### src/rtl/bit_serial_alu_ctrl.sv
// Bit-serial sequencer for a 1-bit ALU slice.
// It accepts a W-bit command, steps the slice LSB first for W cycles,
// and returns the result with its carry and zero flags.
module bit_serial_alu_ctrl #(
  parameter int unsigned W             = 8,
  parameter int unsigned FUNCTION_BITS = 4
) (
  input  logic                     i_clk,
  input  logic                     i_rst_n,
  input  logic                     i_valid,
  output logic                     o_ready,
  input  logic [2:0]               I_op,
  input  logic [W-1:0]             I_a,
  input  logic [W-1:0]             I_b,
  output logic [FUNCTION_BITS-1:0] O_alu_sel,
  output logic                     o_alu_a,
  output logic                     o_alu_b,
  output logic                     o_alu_c,
  input  logic                     i_alu_s,
  input  logic                     i_alu_c,
  output logic                     o_valid,
  input  logic                     i_ready,
  output logic [W-1:0]             O_result,
  output logic                     o_carry,
  output logic                     o_zero
);

  localparam int unsigned CW = (W > 2) ? $clog2(W) : 1;

  localparam logic [1:0] S_IDLE = 2'd0;
  localparam logic [1:0] S_RUN  = 2'd1;
  localparam logic [1:0] S_DONE = 2'd2;

  localparam logic [2:0] OP_ADD  = 3'd0;
  localparam logic [2:0] OP_SUB  = 3'd1;
  localparam logic [2:0] OP_INC  = 3'd2;
  localparam logic [2:0] OP_DEC  = 3'd3;
  localparam logic [2:0] OP_AND  = 3'd4;
  localparam logic [2:0] OP_OR   = 3'd5;
  localparam logic [2:0] OP_XOR  = 3'd6;

  logic [1:0]               r_state;
  logic [1:0]               w_state_nxt;
  logic                     w_accept;
  logic                     w_last;
  logic [2:0]               r_op;
  logic [W-1:0]             r_a;
  logic [W-1:0]             r_b;
  logic [W-1:0]             r_result;
  logic [W-1:0]             w_result_nxt;
  logic [CW-1:0]            r_cnt;
  logic                     r_carry;
  logic                     r_cout;
  logic                     r_zero;
  logic                     r_valid;
  logic                     r_ready;
  logic [FUNCTION_BITS-1:0] r_sel;

  // Slice function select for a given opcode; bit 0 differs only for arithmetic ops.
  function automatic logic [FUNCTION_BITS-1:0] sel_for(input logic [2:0] op, input logic first);
    logic [3:0] s;
    case (op)
      OP_ADD:  s = first ? 4'b0000 : 4'b0100;
      OP_SUB:  s = first ? 4'b0011 : 4'b0101;
      OP_INC:  s = first ? 4'b0010 : 4'b0100;
      OP_DEC:  s = first ? 4'b0001 : 4'b0101;
      OP_AND:  s = 4'b1000;
      OP_OR:   s = 4'b1010;
      OP_XOR:  s = 4'b0000;
      default: s = 4'b0001;
    endcase
    return FUNCTION_BITS'(s);
  endfunction

  assign w_result_nxt = {i_alu_s, r_result[W-1:1]};

  // State register.
  always_ff @(posedge i_clk or negedge i_rst_n) begin
    if (!i_rst_n) r_state <= S_IDLE;
    else          r_state <= w_state_nxt;
  end

  // Next-state logic: IDLE accepts, RUN counts W bits, DONE waits for the consumer.
  always_comb begin
    w_state_nxt = r_state;
    w_accept    = 1'b0;
    w_last      = 1'b0;
    case (r_state)
      S_IDLE: begin
        if (i_valid && r_ready) begin
          w_accept    = 1'b1;
          w_state_nxt = S_RUN;
        end
      end
      S_RUN: begin
        if (r_cnt == CW'(W - 1)) begin
          w_last      = 1'b1;
          w_state_nxt = S_DONE;
        end
      end
      S_DONE: begin
        if (i_ready) w_state_nxt = S_IDLE;
      end
      default: w_state_nxt = S_IDLE;
    endcase
  end

  // Datapath: operand shifters, slice drive, result collection and flags.
  always_ff @(posedge i_clk or negedge i_rst_n) begin
    if (!i_rst_n) begin
      r_op     <= 3'd0;
      r_a      <= '0;
      r_b      <= '0;
      r_result <= '0;
      r_cnt    <= '0;
      r_carry  <= 1'b0;
      r_cout   <= 1'b0;
      r_zero   <= 1'b1;
      r_valid  <= 1'b0;
      r_ready  <= 1'b1;
      r_sel    <= '0;
    end else begin
      r_ready <= (w_state_nxt == S_IDLE);
      r_valid <= (w_state_nxt == S_DONE);
      if (w_accept) begin
        r_op    <= I_op;
        r_a     <= I_a;
        // INC/DEC run the adder against a zero B operand.
        r_b     <= (I_op == OP_INC || I_op == OP_DEC) ? '0 : I_b;
        r_cnt   <= '0;
        r_carry <= 1'b0;
        r_sel   <= sel_for(I_op, 1'b1);
      end else if (r_state == S_RUN) begin
        // Zero fill leaves the slice operand bits at 0 once the op is finished.
        r_a      <= {1'b0, r_a[W-1:1]};
        r_b      <= {1'b0, r_b[W-1:1]};
        r_result <= w_result_nxt;
        if (w_last) begin
          r_cnt   <= '0;
          r_carry <= 1'b0;
          r_sel   <= '0;
          r_cout  <= r_op[2] ? 1'b0 : i_alu_c;
          r_zero  <= (w_result_nxt == '0);
        end else begin
          r_cnt   <= r_cnt + CW'(1);
          r_carry <= i_alu_c;
          r_sel   <= sel_for(r_op, 1'b0);
        end
      end
    end
  end

  assign o_ready   = r_ready;
  assign o_valid   = r_valid;
  assign O_alu_sel = r_sel;
  assign o_alu_a   = r_a[0];
  assign o_alu_b   = r_b[0];
  assign o_alu_c   = r_carry;
  assign O_result  = r_result;
  assign o_carry   = r_cout;
  assign o_zero    = r_zero;

endmodule

### config.mk
export PLATFORM = sky130hd
export DESIGN_NAME = bit_serial_alu_ctrl
export DESIGN_NICKNAME = d
export VERILOG_FILES = /design/src/rtl/bit_serial_alu_ctrl.sv
export SDC_FILE = /design/constraint.sdc
export NUM_CORES = 1
export LEC_CHECK = 0
export ABC_AREA = 1
export CORE_MARGIN = 2
export CORE_UTILIZATION = 49
export CTS_CLUSTER_SIZE = 10
export DETAILED_ROUTE_END_ITERATION = 12
export GPL_TIMING_DRIVEN = 0
export PLACE_DENSITY = 0.81
export SETUP_SLACK_MARGIN = 0.2
export SLEW_MARGIN = 5
export SYNTH_ARGS = -nofsm -noshare
export SYNTH_HDL_FRONTEND = slang
export SYNTH_SLANG_ARGS = --single-unit
### constraint.sdc
create_clock -name i_clk -period 1.55 [get_ports i_clk]
set_clock_uncertainty 0.05 [all_clocks]
set_input_delay 0.31 -clock i_clk [delete_from_list [all_inputs] [get_ports i_clk]]
set_output_delay 0.31 -clock i_clk [all_outputs]
set_load 0.05 [all_outputs]
==> metrics <==
status=completed; Final Hold Fails=0; Critical path buffers and inverters=4; DRT iter0 DRCs=115; synth unique cells=19; Hold WC Path Type=flop to flop; Post-Place Worst Slack=-0.1345 ns; Crit Path Category=flop to flop; TritonCTS clock tree=built; Rel. slew slack=0.7001; worst slew pin tran=0.4498 ns; first-pass GRT wire length=7327 um; crit share post-route=0.9216; FP Rows=22; slowest stage delay, CP=0.55 ns; Peak Freq=between 700 and 800 MHz; Avg Cell Area, Syn=a little over 8 um^2; All-Layer GR Usage=0.2236; layout cells sized above 1=0.2535; post-route cell area=0.002594 mm^2; TritonRoute pass-1 iters=4; PnR worst setup slack=0.1215 ns; Cell Chain, Critical Path=nand2_2 > inv_2 > nand2_2 > buf_8 > nand2_8 > clkinv_8 > clkbuf_16 > nand2_1 > nand2_1; routed length per instance=between 10 and 15 um; internal cell power=3013 uW; worst reg2reg startpoint=o_ready; Yosys Warn Count=0; Initial Util=0.5098; Main synth FF type=dfrtp_1; post-synth top area share=0.5190; final net count=about 310; via count=1,682; worst-skew pair later-pin latency=roughly 0.29 ns; top cells by count, synth=nand2_1 (83), dfrtp_1 (39), o21ai_0 (34); Antenna Cells=0; P_leak=0.001338 uW; worst hold start=O_alu_sel[1]; area leader, netlist=dfrtp_1; sw frac=0.4752; Post-Synthesis Cells=roughly 230; sequential cell fraction of total power=0.330; CTS sink count=41; ANT nets after route=0; Critical Path RT=~1.7 ns; synthesized cell area=0.001881 mm^2; clk slew on worst S/H paths=0.07 ns; Psw=2728 uW; final WL=4529 um; CP startpoint kind=flop; # fillers=317; largest net degree at the start of global routing=25; Worst path slowest cell=dfstp_2; hold_ws=0.4385 ns; Synth async-reset ratio=1.000; initial antenna violation count=0; RSZ-0062 raised after global routing=true; PwrDens=roughly 2200 mW/mm^2; placer congestion estimate=0.7524; Seq cells post-synth=41; IO Count=44; Max-Cap Viols=0; most frequent cell after synthesis=nand2_1; htree depth=2; Die Ht=65.95 um; CTS Buf Count=5; Syn-to-layout area delta=37.92%; root buf cell=clkbuf_8; Peak VDD IR=1.381 mV; Critical Path Source=o_ready; worst-path fanout max=7; CTS max path bufs=2; Port Buffer Count=43; Post-synth EDFFs=0; post-synthesis sequential area ratio=0.5469; Worst Path Arrival=1.56 ns; combinational share of power=0.545; CORE AREA=0.003689 mm^2; Design Power=5741 uW; Pins Over Slew Limit=0; # DRC=0; DP HPWL=around 3000 um; Overflow after GRT=0; Clk network pwr share=0.125; Final Setup Violations=0; Post-Syn Nets=about 260; CP top delay family=flip-flops; Placement Cell Area=0.002402 mm^2; CP endpoint kind=flop; Area contributors post-synth=dfrtp_1 (52%), nand2_1 (17%), o21ai_0 (9.0%); Die ar.=0.004349 mm^2; number of vias per cell=5.006; vias in the first global route=about 1,600; Die Wd=65.95 um; Final min period=1.429 ns
[routing by layer]
| layer | GRT usage | vias to the layer above | share of wire |
|---|---|---|---|
| met5 | 0 | - | 0 |
| met4 | 0.08673 | 0 | 0.016 |
| met3 | 0.03748 | 8 | 0.034 |
| met2 | 0.3876 | 32 | 0.51 |
| met1 | 0.2787 | 810 | 0.44 |
| li1 | - | 832 | - |
[state kept, by name (all words and copies together) (netlist names), 2 cells and up]
register / cells
r_state: 2
O_result: 8
r_op: 3
O_alu_sel: 4
r_b: 8
r_cnt: 3
r_a: 8
[power groups by stage]
stage | clock (uW) | combinational (uW) | sequential (uW)
finish | 718 | 3130 | 1890
global route | 769 | 3420 | 1950
CTS | 722 | 2850 | 1850
detailed placement | 0 | 2840 | 1850
global placement | 0 | 2760 | 1830
floorplan | 0 | 1260 | 2540
[cell type report]
class	instances	area [um^2]	share of cell area
Inverter	29	121.4	0.04679
Multi-Input combinational cell	151	772.0	0.2976
Tap cell	48	60.06	0.02315
Clock buffer	8	90.09	0.03473
Sequential cell	41	1030	0.3970
Timing Repair Buffer	51	442.9	0.1708
Buffer	8	77.57	0.02991
[stage by stage]
| stage | utilization | setup TNS, ns | instances |
|---|---|---|---|
| CTS | 0.6733 | 0 | 334 |
| floorplan | - | 0 | 229 |
| finish | 0.7032 | 0 | 336 |
| global route | 0.7032 | 0 | 336 |
| global placement | 0.6452 | -38.10 | 320 |
| detailed placement | 0.6513 | -2.308 | 321 |
[worst min-delay path: stages (launching register included)]
cell     delay, ns
dfrtp_1       0.36
nand2_2       0.06
nand2_1       0.05
[cell usage in the layout (no fill, tap or decap), drive strengths merged]
cell,netlist,final
ha,2,2
dfrtp,39,39
clkbuf,1,10
buf,7,33
a21oi,4,4
nand3,9,9
inv,28,28
clkdlybuf4s50,0,23
o21ai,39,39
dlygate4sd3,0,1
nand4,2,2
nor2,8,8
clkinv,1,1
o31ai,2,2
nand2,85,85
dfstp,2,2
[kinds of logic after synthesis]
| kind of cell | share of synthesized area |
|---|---|
| AO/OA/AOI/OAI | 0.1224 |
| adder cells (fa/ha/maj) | 0.01330 |
| buffers and inverters | 0.09581 |
| flip-flops | 0.5469 |
| AND/OR/NAND/NOR | 0.2216 |
[what timing repair did]
action | CTS | global route
hold endpoints to repair | 16 | 0
hold buffers | 1 | 0
gates cloned | 0 | 1
pin swaps | 0 | 9
gates resized for setup | 114 | 33
endpoints found under the setup margin | 45 | 39
setup buffers | 4 | 1
[worst paths after layout]
kind,cells past startpoint,end,slack [ns]
setup / recovery,9,r_cnt[1],0.12
hold / removal,2,O_alu_sel[1],0.44
setup reg to reg,9,r_cnt[1],0.12
hold reg to reg,2,O_alu_sel[1],0.44
max in group asynchronous,3,o_ready,0.45
min in group asynchronous,2,O_result[5],0.46
Note: power is estimated with default switching activity, not from simulation.
